===== config.mk =====
export PLATFORM = sky130hd
export DESIGN_NAME = aes_key_schedule_seq_flat
export DESIGN_NICKNAME = d
export VERILOG_FILES = /design/src/rtl/aes_pkg.sv /design/src/rtl/aes_key_schedule_seq_if.sv /design/src/rtl/aes_sbox.sv /design/src/rtl/aes_key_schedule_seq.sv /design/src/flat_wrapper.sv
export SDC_FILE = /design/constraint.sdc
export NUM_CORES = 2
export LEC_CHECK = 0
export ABC_AREA = 0
export BUFFER_PORTS_ARGS = -buffer_cell sky130_fd_sc_hd__buf_2
export CAP_MARGIN = 40
export CORE_UTILIZATION = 29
export CTS_CLUSTER_SIZE = 16
export DETAILED_ROUTE_END_ITERATION = 6
export PLACE_DENSITY = 0.49
export SYNTH_ARGS = -nofsm -noshare
export SYNTH_HDL_FRONTEND = slang
export SYNTH_SLANG_ARGS = --single-unit

===== constraint.sdc =====
create_clock -name clk -period 11.67 [get_ports clk]
set_clock_uncertainty 0.1 [all_clocks]
set_input_delay 0.5835 -clock clk [delete_from_list [all_inputs] [get_ports clk]]
set_output_delay 0.5835 -clock clk [all_outputs]
set_load 0.03 [all_outputs]

===== src/rtl/aes_pkg.sv =====
// Shared AES definitions: forward S-box table, GF(2^8) xtime and the
// key-schedule FSM state encoding.
package aes_pkg;

    typedef enum logic [1:0] {IDLE, LOAD, EXPAND, DONE} ks_state_t;

    localparam logic [7:0] AES_SBOX [256] = '{
        8'h63, 8'h7c, 8'h77, 8'h7b, 8'hf2, 8'h6b, 8'h6f, 8'hc5, 8'h30, 8'h01, 8'h67, 8'h2b, 8'hfe, 8'hd7, 8'hab, 8'h76,
        8'hca, 8'h82, 8'hc9, 8'h7d, 8'hfa, 8'h59, 8'h47, 8'hf0, 8'had, 8'hd4, 8'ha2, 8'haf, 8'h9c, 8'ha4, 8'h72, 8'hc0,
        8'hb7, 8'hfd, 8'h93, 8'h26, 8'h36, 8'h3f, 8'hf7, 8'hcc, 8'h34, 8'ha5, 8'he5, 8'hf1, 8'h71, 8'hd8, 8'h31, 8'h15,
        8'h04, 8'hc7, 8'h23, 8'hc3, 8'h18, 8'h96, 8'h05, 8'h9a, 8'h07, 8'h12, 8'h80, 8'he2, 8'heb, 8'h27, 8'hb2, 8'h75,
        8'h09, 8'h83, 8'h2c, 8'h1a, 8'h1b, 8'h6e, 8'h5a, 8'ha0, 8'h52, 8'h3b, 8'hd6, 8'hb3, 8'h29, 8'he3, 8'h2f, 8'h84,
        8'h53, 8'hd1, 8'h00, 8'hed, 8'h20, 8'hfc, 8'hb1, 8'h5b, 8'h6a, 8'hcb, 8'hbe, 8'h39, 8'h4a, 8'h4c, 8'h58, 8'hcf,
        8'hd0, 8'hef, 8'haa, 8'hfb, 8'h43, 8'h4d, 8'h33, 8'h85, 8'h45, 8'hf9, 8'h02, 8'h7f, 8'h50, 8'h3c, 8'h9f, 8'ha8,
        8'h51, 8'ha3, 8'h40, 8'h8f, 8'h92, 8'h9d, 8'h38, 8'hf5, 8'hbc, 8'hb6, 8'hda, 8'h21, 8'h10, 8'hff, 8'hf3, 8'hd2,
        8'hcd, 8'h0c, 8'h13, 8'hec, 8'h5f, 8'h97, 8'h44, 8'h17, 8'hc4, 8'ha7, 8'h7e, 8'h3d, 8'h64, 8'h5d, 8'h19, 8'h73,
        8'h60, 8'h81, 8'h4f, 8'hdc, 8'h22, 8'h2a, 8'h90, 8'h88, 8'h46, 8'hee, 8'hb8, 8'h14, 8'hde, 8'h5e, 8'h0b, 8'hdb,
        8'he0, 8'h32, 8'h3a, 8'h0a, 8'h49, 8'h06, 8'h24, 8'h5c, 8'hc2, 8'hd3, 8'hac, 8'h62, 8'h91, 8'h95, 8'he4, 8'h79,
        8'he7, 8'hc8, 8'h37, 8'h6d, 8'h8d, 8'hd5, 8'h4e, 8'ha9, 8'h6c, 8'h56, 8'hf4, 8'hea, 8'h65, 8'h7a, 8'hae, 8'h08,
        8'hba, 8'h78, 8'h25, 8'h2e, 8'h1c, 8'ha6, 8'hb4, 8'hc6, 8'he8, 8'hdd, 8'h74, 8'h1f, 8'h4b, 8'hbd, 8'h8b, 8'h8a,
        8'h70, 8'h3e, 8'hb5, 8'h66, 8'h48, 8'h03, 8'hf6, 8'h0e, 8'h61, 8'h35, 8'h57, 8'hb9, 8'h86, 8'hc1, 8'h1d, 8'h9e,
        8'he1, 8'hf8, 8'h98, 8'h11, 8'h69, 8'hd9, 8'h8e, 8'h94, 8'h9b, 8'h1e, 8'h87, 8'he9, 8'hce, 8'h55, 8'h28, 8'hdf,
        8'h8c, 8'ha1, 8'h89, 8'h0d, 8'hbf, 8'he6, 8'h42, 8'h68, 8'h41, 8'h99, 8'h2d, 8'h0f, 8'hb0, 8'h54, 8'hbb, 8'h16
    };

    function automatic logic [7:0] xtime(input logic [7:0] r);
        return {r[6:0], 1'b0} ^ (r[7] ? 8'h1b : 8'h00);
    endfunction

endpackage


===== src/rtl/aes_key_schedule_seq_if.sv =====
// Key-schedule request/readback bundle: the master starts an expansion and
// reads round keys by index; the slave is the schedule generator.
interface aes_key_schedule_seq_if #(parameter int NK = 4);

    logic              start_i;
    logic [32*NK-1:0]  key_i;
    logic              busy_o;
    logic              done_o;
    logic              rk_valid_o;
    logic [3:0]        rk_idx_i;
    logic [127:0]      rk_o;

    modport master (output start_i, key_i, rk_idx_i,
                    input  busy_o, done_o, rk_valid_o, rk_o);
    modport slave  (input  start_i, key_i, rk_idx_i,
                    output busy_o, done_o, rk_valid_o, rk_o);

endinterface


===== src/rtl/aes_sbox.sv =====
// Forward AES S-box, one byte, purely combinational table lookup.
module aes_sbox
    import aes_pkg::*;
(
    input  logic [7:0] a,
    output logic [7:0] y
);

    assign y = AES_SBOX[a];

endmodule


===== src/rtl/aes_key_schedule_seq.sv =====
// Sequential AES-128/192/256 key expansion: one schedule word per cycle into a
// word register file, round keys read back combinationally by index.
module aes_key_schedule_seq
    import aes_pkg::*;
#(
    parameter int NK = 4
) (
    input  logic                   clk,
    input  logic                   rst_n,
    aes_key_schedule_seq_if.slave  bus
);

    localparam int NR    = NK + 6;
    localparam int NW    = 4 * (NR + 1);
    localparam int KEY_W = 32 * NK;
    localparam int IDX_W = $clog2(NW);

    if (!(NK == 4 || NK == 6 || NK == 8)) begin : g_bad_nk
        $fatal(1, "aes_key_schedule_seq: NK must be 4, 6 or 8");
    end

    ks_state_t          state, state_nxt;
    logic [IDX_W-1:0]   wi;
    logic [2:0]         phase;      // wi % NK, kept incrementally to avoid a divider
    logic [7:0]         rcon;
    logic [KEY_W-1:0]   key_q;
    logic               done_q;
    logic [31:0]        w [NW];
    logic [31:0]        prev, sub_in, sub_out, temp;
    logic [IDX_W-1:0]   rd_base;

    // NOTE: sequential state uses non-blocking assignments so every register
    // samples pre-edge values regardless of statement order.
    always_ff @(posedge clk or negedge rst_n) begin
        if (!rst_n) state <= IDLE;
        else        state <= state_nxt;
    end

    // NOTE: next-state is assigned a default first so no path through the
    // combinational block leaves it unassigned (no latch).
    always_comb begin
        state_nxt = state;
        unique case (state)
            IDLE, DONE: if (bus.start_i) state_nxt = LOAD;
            LOAD:       state_nxt = EXPAND;
            EXPAND:     if (wi == IDX_W'(NW - 1)) state_nxt = DONE;
            default:    state_nxt = IDLE;
        endcase
    end

    always_ff @(posedge clk or negedge rst_n) begin
        if (!rst_n) begin
            wi     <= '0;
            phase  <= '0;
            rcon   <= 8'h01;
            key_q  <= '0;
            done_q <= 1'b0;
        end else begin
            done_q <= 1'b0;
            case (state)
                IDLE, DONE: if (bus.start_i) key_q <= bus.key_i;
                LOAD: begin
                    wi    <= IDX_W'(NK);
                    phase <= '0;
                    rcon  <= 8'h01;
                end
                EXPAND: begin
                    wi    <= wi + IDX_W'(1);
                    phase <= (phase == 3'(NK - 1)) ? 3'd0 : phase + 3'd1;
                    if (phase == 3'd0)        rcon   <= xtime(rcon);
                    if (wi == IDX_W'(NW - 1)) done_q <= 1'b1;
                end
                default: ;
            endcase
        end
    end

    // One shared SubWord path; RotWord is applied only on the Rcon words.
    assign prev   = w[wi - IDX_W'(1)];
    assign sub_in = (phase == 3'd0) ? {prev[23:0], prev[31:24]} : prev;

    for (genvar b = 0; b < 4; b++) begin : g_sbox
        aes_sbox u_sbox (.a(sub_in[8*b +: 8]), .y(sub_out[8*b +: 8]));
    end

    always_comb begin
        temp = prev;
        if (phase == 3'd0)                  temp = sub_out ^ {rcon, 24'h0};
        else if (NK == 8 && phase == 3'd4)  temp = sub_out;
    end

    // NOTE: the word array has no reset; every word is rewritten during
    // LOAD/EXPAND before rk_valid_o can expose it.
    always_ff @(posedge clk) begin
        if (state == LOAD) begin
            for (int j = 0; j < NK; j++)
                w[IDX_W'(j)] <= key_q[KEY_W - 1 - 32*j -: 32];
        end else if (state == EXPAND) begin
            w[wi] <= w[wi - IDX_W'(NK)] ^ temp;
        end
    end

    assign rd_base = IDX_W'({bus.rk_idx_i, 2'b00});

    always_comb begin
        bus.rk_o = '0;
        if (state == DONE && bus.rk_idx_i <= 4'(NR))
            bus.rk_o = {w[rd_base], w[rd_base + IDX_W'(1)],
                        w[rd_base + IDX_W'(2)], w[rd_base + IDX_W'(3)]};
    end

    assign bus.busy_o     = (state == LOAD) || (state == EXPAND);
    assign bus.done_o     = done_q;
    assign bus.rk_valid_o = (state == DONE);

endmodule


===== src/flat_wrapper.sv =====
// flat-port wrapper written by rule: the top's interface ports become plain ports
module aes_key_schedule_seq_flat import aes_pkg::*;
#(
    parameter int NK = 4
)
  (clk, rst_n, bus_start_i, bus_key_i, bus_rk_idx_i, bus_busy_o, bus_done_o, bus_rk_valid_o, bus_rk_o);
  aes_key_schedule_seq_if #(.NK(NK)) bus_i ();
  input  logic clk;
  input  logic rst_n;
  input wire logic [$bits(bus_i.start_i)-1:0] bus_start_i;
  input wire logic [$bits(bus_i.key_i)-1:0] bus_key_i;
  input wire logic [$bits(bus_i.rk_idx_i)-1:0] bus_rk_idx_i;
  output wire logic [$bits(bus_i.busy_o)-1:0] bus_busy_o;
  output wire logic [$bits(bus_i.done_o)-1:0] bus_done_o;
  output wire logic [$bits(bus_i.rk_valid_o)-1:0] bus_rk_valid_o;
  output wire logic [$bits(bus_i.rk_o)-1:0] bus_rk_o;
  assign bus_i.start_i = bus_start_i;
  assign bus_i.key_i = bus_key_i;
  assign bus_i.rk_idx_i = bus_rk_idx_i;
  assign bus_busy_o = bus_i.busy_o;
  assign bus_done_o = bus_i.done_o;
  assign bus_rk_valid_o = bus_i.rk_valid_o;
  assign bus_rk_o = bus_i.rk_o;
  aes_key_schedule_seq #(.NK(NK)) u_core (.clk(clk), .rst_n(rst_n), .bus(bus_i));
endmodule

==> metrics.cfg <==
[outcome]
status=finished, violations left
violations=design-rule violations

[grt]
grt_usage=0.308
grt.overflow.total=0
grt_pass1_vias=84876
grt_pass1_wl_um=734000
antenna_found_initial=24
grt_max_degree=136

[cts]
clock_sinks=1556
cts_tree=built
worstSkewPairLatency_ps=910
clkTransAtPathRegs_ps=60
cts_buffer_depth=4
cts_made_buffers=182
post_cts_buffers=0
htreeDepth=4
root_buffer=clkbuf_16

[drt]
drtAntennaViolNets=0
drt-initial-drc-count=15995
dr_total_vias=89339
drtPass1Iterations=7
drc=4
finalWirelength_um=544000
avgRoutedWirePerCell_um=41.1
viasPerCell=6.74

[timing]
tightest_slew_ps=1100
hold_viol=0
max_slew_margin=0.265
hold_slack_ps=54.3
fin_crit_sh=0.793
finalSetupViolCount=0
fin_crit_ps=9260
slew_violations=0
max_freq_ghz=0.108
rsz0062_at_grt=false
finalSetupTns_ps=0

[synthesis]
ys_warn_count=0
ys_types=121
yosys.area.top_type=edfxtp_1
synth_most_common_cell=edfxtp_1
async_reset_ff_frac=0.0951
synth_seq_cells=1556
syn_avg_cell_area_um2=11.9
yosys-top-cells-area=edfxtp_1, mux4_2, dfrtp_1, mux2i_1, mux2_2
ys_seq_area_frac=0.468
synth_commonest_cells=edfxtp_1, mux4_2, nand2_1
synth_edf_count=1408
syn_inst=8290
syn-num-nets=8490
synth_top_area_frac=0.430
syn-cell-area_um2=98300
synthFlopType=edfxtp_1

[finish]
drive_gt1_frac=0.250
area_delta_synth_final_pct=16.5
fin_area_um2=115000
seq_area_um2=46000
multi_input_area_um2=49000
final_nets=8784
fill_cells=33257

[floorplanning]
die_y_um=584
rows=213
core_area_um2=337000
die-area_um2=341000
start_util=0.292
io_pins=266
dieWidth_um=584

[hold_path]
hold_path.class=in -> async

[worst_setup_path]
timing.rr.end=u_core.w[23][17]
cp-start-kind=flop
crit_path_end_kind=flop
worstSetupPathType=reg -> reg
reg2reg_depth=24
timing.rr.start=u_core.wi[0]
path_max_fanout=68
worstPathArrival_ps=9740
critPathRequiredTime_ps=12150
ff2ff_setup_slack_ps=2410

[placement]
dp_hpwl_um=372000
port_buffers=265
globalplace.congestion=0.976
placed_area_um2=107000

[flow_run]
cap_violations=0

==> cells by family after synthesis <==
kind of cell | after synthesis | synth area share
AO/OA/AOI/OAI | 2587 | 0.178
XOR/XNOR | 64 | 0.00593
adder cells (fa/ha/maj) | 65 | 0.00827
buffers and inverters | 904 | 0.0424
flip-flops | 1556 | 0.468
multiplexers | 1273 | 0.213
AND/OR/NAND/NOR | 1841 | 0.0851
==> metrics by stage <==
step | util | setup WS, ps | cells
final | 0.340 | 2410 | 13250
after global routing | 0.340 | 2250 | 13242
after CTS | 0.340 | 2720 | 13235
after detailed placement | 0.318 | 2760 | 12778
after global placement | 0.313 | 2300 | 12650
after floorplan | - | 3480 | 8290
==> per-layer routing <==
metal / routed length (um) / up-vias / GRT usage
met3: 60900 / 1770 / 0.0707
met1: 196000 / 45535 / 0.382
li1: - / 34253 / -
met5: 76 / - / 0
met4: 49000 / 12 / 0.223
met2: 238000 / 7769 / 0.469
==> state kept, by name (all words and copies together), names as in the netlist <==
register           cells
u_core.bus.done_o      1
u_core.key_q         128
u_core.phase           3
u_core.rcon            8
u_core.state           2
u_core.w            1408
u_core.wi              6
==> final cells by class <==
type | count | area share
flip-flops and latches | 1556 | 0.401
clock buffers | 213 | 0.0413
multi-input cells | 5830 | 0.427
inverters | 78 | 0.00261
clock inverters | 114 | 0.0115
well taps | 4515 | 0.0493
repair buffers | 936 | 0.0664
diodes | 8 | 0.000175
==> cell usage in the layout (no fill, tap or decap), types with 144 or more instances in the layout <==
cell	n
dfrtp_1	144
nor2_1	515
nand2_1	548
nor3_1	152
o21ai_0	351
mux2i_1	363
mux4_2	627
edfxtp_1	1408
a21oi_1	509
buf_2	314
a211oi_1	396
clkbuf_16	184
nand3_1	223
mux2_2	277
buf_4	407
o22ai_1	373
==> repair_timing <==
item                                    in CTS  in global routing
resized for setup                            0                  0
hold buffers                               130                  0
endpoints found under the setup margin       0                  0
endpoints found under the hold margin      178                  0
==> worst max path at each step <==
stage / slack (ps) / cells past startpoint / from / end
floorplan: 3480 / 30 / u_core.wi[0] / u_core.w[0][6]
global placement: 2300 / 22 / u_core.wi[0] / u_core.w[34][29]
detailed placement: 2760 / 22 / u_core.wi[0] / u_core.w[38][29]
CTS: 2720 / 22 / u_core.wi[0] / u_core.w[38][29]
global route: 2250 / 24 / u_core.wi[0] / u_core.w[11][30]
finish: 2410 / 24 / u_core.wi[0] / u_core.w[23][17]
==> worst max-delay path, cell delays in order (launching register included) <==
cell and delay, ps:
dfrtp_4 910, inv_4 460, ha_4 480, buf_12 350
buf_4 540, mux4_2 300, mux2i_1 80, a221oi_1 590
a41oi_1 240, buf_4 270, and2_1 260, a21o_1 270
inv_2 400, ha_1 230, buf_4 240, nand3_1 480
nand2_1 210, nand2_1 90, a221oi_1 790, o21bai_1 240
a31oi_1 110, o211ai_1 360, xor2_1 370, inv_1 90
buf_4 260
Power is not shown: default switching activity piles up to over one toggle a cycle in this logic, so the estimate is an artifact.
